File: src/rtl/routine_selector.sv
// Output stage for the light routines: picks one of four 46-bit routine buses
// with a debounced key, drives run-enables and registers the board outputs.
//
// Ports:
//   Clock, Reset            rising-edge clock, synchronous active-high reset
//   NextKey                 raw active-low pushbutton (async to Clock)
//   Bus0..Bus3              routine output buses {LedRed,LedGrn,Hex3..Hex0}
//   RoutineEnable           one-hot run-enable for the selected routine
//   Select                  index of the current routine
//   LedRed, LedGrn          active-high LEDs
//   Hex3..Hex0              active-low seven-segment digits
module routine_selector #(
  parameter int DEBOUNCE_CYCLES = 50000,
  parameter int BLANK_CYCLES    = 5000000
) (
  input  logic        Clock,
  input  logic        Reset,
  input  logic        NextKey,
  input  logic [45:0] Bus0,
  input  logic [45:0] Bus1,
  input  logic [45:0] Bus2,
  input  logic [45:0] Bus3,
  output logic [3:0]  RoutineEnable,
  output logic [1:0]  Select,
  output logic [9:0]  LedRed,
  output logic [7:0]  LedGrn,
  output logic [6:0]  Hex3,
  output logic [6:0]  Hex2,
  output logic [6:0]  Hex1,
  output logic [6:0]  Hex0
);

  localparam logic [23:0] DebLast =
    24'(DEBOUNCE_CYCLES - 1);

  // A zero blanking length behaves like one cycle.
  localparam logic [23:0] BlankLast =
    (BLANK_CYCLES < 2) ? 24'd0 : 24'(BLANK_CYCLES - 1);

  typedef enum logic {
    BLANK,
    RUN
  } state_t;

  logic        key_s1;
  logic        key_s2;
  logic        stable;
  logic        stable_d;
  logic [23:0] deb_cnt;
  logic        press;

  state_t      state;
  state_t      state_n;
  logic [1:0]  sel;
  logic [1:0]  sel_n;
  logic [23:0] blank_cnt;
  logic [23:0] blank_cnt_n;
  logic [45:0] bus_sel;

  always_ff @(posedge Clock) begin
    if (Reset) begin
      key_s1   <= 1'b1;
      key_s2   <= 1'b1;
      stable   <= 1'b1;
      stable_d <= 1'b1;
      deb_cnt  <= '0;
    end else begin
      key_s1   <= NextKey;
      key_s2   <= key_s1;
      stable_d <= stable;
      if (key_s2 == stable) begin
        deb_cnt <= '0;
      end else if (deb_cnt == DebLast) begin
        stable  <= key_s2;
        deb_cnt <= '0;
      end else begin
        deb_cnt <= deb_cnt + 24'd1;
      end
    end
  end

  // Falling edge of the debounced level only; release is ignored.
  assign press = stable_d & ~stable;

  always_comb begin
    state_n     = state;
    sel_n       = sel;
    blank_cnt_n = blank_cnt;
    unique case (state)
      BLANK: begin
        if (press) begin
          sel_n       = sel + 2'd1;
          blank_cnt_n = '0;
        end else if (blank_cnt == BlankLast) begin
          state_n     = RUN;
          blank_cnt_n = '0;
        end else begin
          blank_cnt_n = blank_cnt + 24'd1;
        end
      end
      RUN: begin
        if (press) begin
          sel_n       = sel + 2'd1;
          state_n     = BLANK;
          blank_cnt_n = '0;
        end
      end
      default: state_n = BLANK;
    endcase
  end

  always_comb begin
    bus_sel = Bus0;
    unique case (sel)
      2'd0: bus_sel = Bus0;
      2'd1: bus_sel = Bus1;
      2'd2: bus_sel = Bus2;
      2'd3: bus_sel = Bus3;
      default: bus_sel = Bus0;
    endcase
  end

  always_ff @(posedge Clock) begin
    if (Reset) begin
      state         <= BLANK;
      sel           <= '0;
      blank_cnt     <= '0;
      RoutineEnable <= '0;
      LedRed        <= '0;
      LedGrn        <= '0;
      Hex3          <= '1;
      Hex2          <= '1;
      Hex1          <= '1;
      Hex0          <= '1;
    end else begin
      state     <= state_n;
      sel       <= sel_n;
      blank_cnt <= blank_cnt_n;
      if (state_n == RUN) begin
        RoutineEnable <= 4'b0001 << sel_n;
      end else begin
        RoutineEnable <= '0;
      end
      // Data is passed only while staying in RUN, so the first RUN
      // cycle still shows blank and a press blanks immediately.
      if (state == RUN && state_n == RUN) begin
        LedRed <= bus_sel[45:36];
        LedGrn <= bus_sel[35:28];
        Hex3   <= bus_sel[27:21];
        Hex2   <= bus_sel[20:14];
        Hex1   <= bus_sel[13:7];
        Hex0   <= bus_sel[6:0];
      end else begin
        LedRed <= '0;
        LedGrn <= '0;
        Hex3   <= '1;
        Hex2   <= '1;
        Hex1   <= '1;
        Hex0   <= '1;
      end
    end
  end

  assign Select = sel;

endmodule

File: config.mk
export PLATFORM = sky130hd
export DESIGN_NAME = routine_selector
export DESIGN_NICKNAME = d
export VERILOG_FILES = /design/src/rtl/routine_selector.sv
export SDC_FILE = /design/constraint.sdc
export NUM_CORES = 1
export LEC_CHECK = 0
export BUFFER_PORTS_ARGS = -buffer_cell sky130_fd_sc_hd__buf_4
export CAP_MARGIN = 20
export CORE_UTILIZATION = 30
export CTS_CLUSTER_SIZE = 8
export DETAILED_ROUTE_END_ITERATION = 10
export PLACE_DENSITY = 0.62
export SETUP_SLACK_MARGIN = 0.2
export SLEW_MARGIN = 20
export SYNTH_ARGS = -nofsm -noshare
export SYNTH_HDL_FRONTEND = slang
export SYNTH_SLANG_ARGS = --single-unit
File: constraint.sdc
create_clock -name Clock -period 2.5 [get_ports Clock]
set_clock_uncertainty 0.1 [all_clocks]
set_input_delay 0.75 -clock Clock [delete_from_list [all_inputs] [get_ports Clock]]
set_output_delay 0.75 -clock Clock [all_outputs]
set_load 0.02 [all_outputs]
* After elaboration in Yosys (flattened, before gate mapping)
Index checks and enable logic that the tools add are counted.
** Operators by class
- Reductions and logical operators :: 6
- Bitwise logic cells :: 6
- Mux-type cells :: 10
- Eq/ne operators :: 7
- Shifts and indexed selects :: 1
- $add $sub $neg :: 3
** Operator list (count)
- $pmux 46 s4 :: 1
- $mux 24 :: 3
- $add 24x1->24 const B :: 2
- $pmux 24 s2 :: 1
- $eq 24x16->1 const B :: 1
- $eq 24x23->1 const B :: 1
- $not 1->1 :: 5
- $eq 2x2->1 const B :: 2
- $reduce_or 2->1 :: 2
- $shl 1x2->4 const A :: 1
- $mux 1 :: 3
- $reduce_or 3->1 :: 1
- $add 2x1->2 const B :: 1
- $eq 2x1->1 const B :: 1
- $logic_not 2->1 :: 1
- $mux 2 :: 1
- $ne 2x2->1 const B :: 1
- $pmux 1 s2 :: 1
- $reduce_and 2->1 :: 1
- $and 1x1->1 :: 1
- $eq 1x1->1 :: 1
- $logic_and 1x1->1 :: 1
** Word-level totals
- Logic and storage cells :: 48
- Bits of input ports :: 187
- Bits in registers :: 105

* Depth between registers and ports, before layout
- Depth after elaboration :: 7
- Depth in mapped cells :: 9

* Least setup slack after synthesis
Ideal clock, no wire load.
- Path kind :: register -> register
- From :: reg sel[0], in the netlist Select[0]
- To :: reg Hex0[6]
- Library setup time :: 0.130 ns
- Clock period less this slack :: 2.091 ns
- Setup slack :: 0.409 ns
- Cell stages (with the launch flop) :: 10
- Arrival time :: 1.862 ns
- Cells stage by stage :: dfxtp_1 -> inv_1 -> ha_1 -> clkbuf_1 -> inv_1 -> clkbuf_1 -> buf_1 -> nand2_1 -> o21ai_0 -> nand2_1
** Between the ends
- Longest elaborated chain between the ends :: 2
- Elaborated cells on any way between the ends :: 5
- Those cells by class :: 3 x eq/ne; 1 x mux; 1 x reduce/logical
** RTL lines
- start, declared :: line 54 : logic [1:0] sel;
- start signal, assigned :: line 137 : sel <= sel_n;
- $eq 2x2->1, or another cell as far along :: line 114 : unique case (sel)
- $pmux 46 s4 * :: line 114
- end signal, assigned :: line 152 : Hex0 <= bus_sel[6:0];
- end, declared :: line 30 : output logic [6:0] Hex0
Mark *: on every way between the ends. The rest lies on a longest branch, timed or not.
A chain may end at the register's enable or synchronous reset.

* Worst setup path in the final report
- From :: reg deb_cnt[2]
- To :: reg deb_cnt[23]
** Between the ends
- Longest elaborated chain between the ends :: 2
- Elaborated cells on any way between the ends :: 3
- Those cells by class :: 1 x add/sub; 1 x eq/ne; 1 x reduce/logical
** RTL lines
- start, declared :: line 49 : logic [23:0] deb_cnt;
- start signal, assigned :: line 77 : deb_cnt <= deb_cnt + 24'd1;
- parallel branches: the longest is 2 deep, another holds $add 24x1->24
Several ways; the timed one is not identified.

==> qor.yml <==
power_and_ir_drop:
  leakage_nw: 2.75
  powerDensity_nw_per_um2: 476
  total_power_mw: 3.47
  ir_worst_vdd_mv: 0.357
logic_synthesis:
  yosysTopAreaCell: "dfxtp_1"
  synthXorXnorAreaFrac_pct: 3.75
  synth.distinct_cells: 44
  netlist_area_um2: 4910
  synth_compound_area_share_pct: 22.6
  synth_top_area_share_pct: 42.8
  synth.area.mux_share_pct: 0
  synth_top_family_by_area: "simple AND/OR/NAND/NOR gates"
  synth_fa_ha_area_share_pct: 1.53
  netlist_top_cells_area: "dfxtp_1, a222oi_1, nand2_1"
  synthSimpleGateAreaFrac_pct: 25.0
  ys_warn_count: 0
  syn_nets: 789
  ys_seq_area_share_pct: 42.8
  ys_ff_latch: 105
  synth_cells: 596
  synth.avg_cell_area_um2: 8.23
sta:
  fin_crit_sh_pct: 86.2
  worst_slew_pin_slew_ns: 0.738
  rsz0062_at_grt: "no"
  final-max-slew-violation-count: 0
  setup_viol: 0
  hold_viol: 0
  fin_tns_setup_ns: 0
  layout_min_cycle_time_ns: 2.15
  fmax_mhz: 464
  relSlewSlack_pct: 50.8
route:
  drt_wl_total_mm: 17.7
  post_drt_wl_per_cell_um: 16.9
  first_iter_violations: 440
  route.detailed.drc: 0
  firstDrtPassIters: 7
  routed_via_density: 5.20
  vias: 5421
  ant_nets: 0
layout:
  drive_gt1_share_pct: 34.9
  n_fill_cell: 1616
  final_common_cell: "buf_4"
  nets: 1015
  mostFrequentLayoutCells: "buf_4, dfxtp_1, nand2_1, nor2_1, o21ai_0"
  area_growth_pct: 48.5
  diodes: 0
critical_path:
  path_class: "flop to flop"
  cpMostUsedCell: "or4_1"
  worstPathMaxFanout: 9
  slowest_stage: "or4_1"
  critPathLaunchType: "flop"
  arrival_ns: 2.34
  cp_slowest_stage_delay_ns: 0.71
  crit_chain: "nand4_4, or4_1, or4_1, a21oi_1"
  cp.required_ns: 2.69
  endpoint_kind: "flop"
global_routing:
  grt_first_pass_wirelength_mm: 26.2
  antenna_found_initial: 0
  grt_pass1_vias: 4860
  grt_max_degree: 57
  grt_usage_pct: 20.3
  overflow: 0
clock_tree:
  cts_buffers: 9
  ctsLongestPathBuffers: 2
  htreeDepth: 3
  insertion_delay_ns: 0.35
  clk_pin_slew_ns: 0.07
  clock_sinks: 105
  cts_tree: "built"
  clock-root-buffer: "clkbuf_16"
place:
  portBuffers: 238
  hpwl_mm: 13.0
  place_congestion: 0.895
floorplan:
  row_count: 46
  die_w_um: 130
  io_pins: 239
  core_um2: 15900
  die_area_um2: 16900
  die_h_um: 130
  start_util_pct: 30.8
status:
  outcome: "finished, final reports clean"
job:
  drv_cap: 0
worst_hold_path:
  hp-class: "flop to flop"
synthesized netlist by cell type:
cell type / number
dfxtp_1: 105
nand2_1: 82
nor2_1: 69
o21ai_0: 49
a222oi_1: 46
clkbuf_1: 34
a21oi_1: 32
nand4_1: 16
nand3_1: 15
xnor2_1: 15
inv_1: 13
nor4_1: 12
or3_1: 12
nor3_1: 10
o211ai_1: 7
and4_1: 6
ha_1: 6
o31ai_1: 6
or4_1: 6
xor2_1: 6
buf_1: 5
or2_2: 5
a31oi_1: 4
a32oi_1: 4
buf_2: 3
nor4b_1: 3
or3_2: 3
and3_1: 2
nand4b_1: 2
nor2b_1: 2
o21a_1: 2
o311ai_0: 2
a311oi_1: 1
a41o_1: 1
a41oi_1: 1
and3b_1: 1
and4b_1: 1
nand2b_1: 1
nand3b_1: 1
nand4_4: 1
o211ai_2: 1
o21ai_1: 1
o41ai_1: 1
or3b_2: 1
flip-flops by register name, summed over array words and instances, names as in the netlist:
signal	flops
blank_cnt	24
Hex1	7
LedRed	10
key_s2	1
deb_cnt	24
key_s1	1
stable	1
state	1
Select	2
stable_d	1
RoutineEnable	4
LedGrn	8
Hex2	7
Hex0	7
Hex3	7
cell families after synthesis:
family,count (synthesis)
DFF,105
and+or+nand+nor,251
AOI/OAI and AO/OA,158
buffers and inverters,55
xor gates and xnor gates,21
adders and majority gates,6
per-layer routing:
metal / vias up / global-route usage [%] / routed length (µm) / part of all wire (%)
li1: 2681 / - / - / -
met1: 2497 / 26.4 / 7530 / 43
met2: 227 / 33.0 / 8470 / 48
met3: 16 / 5.99 / 1380 / 7.8
met4: 0 / 4.72 / 286 / 1.6
met5: - / 0 / 0 / 0
cell type report:
| type | instances | area [µm²] | share of cell area, % |
|---|---|---|---|
| multi-input cells | 436 | 2620 | 36.0 |
| flip-flops and latches | 105 | 2100 | 28.9 |
| repair buffers | 257 | 1940 | 26.7 |
| well taps | 216 | 270 | 3.71 |
| clock buffers | 9 | 225 | 3.09 |
| clock inverters | 7 | 76.3 | 1.05 |
| inverters | 13 | 48.8 | 0.670 |
critical path: cells and delay by family, from the launching register on:
kind / cells / cell delay (ns)
AND/OR/NAND/NOR: 3 / 1.39
flip-flops: 1 / 0.45
AO/OA/AOI/OAI: 1 / 0.14
worst paths after layout:
| check | start | end | slack (ns) | depth (start not counted) |
|---|---|---|---|---|
| setup reg to reg | deb_cnt[2] | deb_cnt[23] | 0.35 | 4 |
| hold reg to reg | key_s1 | key_s2 | 0.33 | 1 |
| setup / recovery | deb_cnt[2] | deb_cnt[23] | 0.35 | 4 |
| hold / removal | key_s1 | key_s2 | 0.33 | 1 |
stage by stage:
step / instances / hold WS [ns] / util [%] / cell area (µm²) / setup slack, ns
after global routing: 1043 / 0.339 / 45.7 / 7280 / 0.197
final: 1043 / 0.326 / 45.7 / 7280 / 0.346
after CTS: 1042 / 0.325 / 45.6 / 7260 / 0.262
after global placement: 1026 / 0.312 / 43.7 / 6960 / 0.347
after detailed placement: 1026 / 0.300 / 43.7 / 6960 / 0.282
after floorplan: 596 / 0.289 / - / 4910 / 0.409
power by group:
group | switching (mW) | total, mW | internal, mW
clock network | 0.687 | 1.48 | 0.789
logic | 0.0887 | 0.296 | 0.208
registers | 0.0133 | 1.69 | 1.68
what timing repair did:
action / 4_1_cts / 5_1_grt
endpoints found under the hold margin: 0 / 0
setup endpoints to repair: 0 / 6
hold buffers: 0 / 0
resized for setup: 0 / 2
setup buffers: 0 / 1
Note: power is estimated with default switching activity, not from simulation.
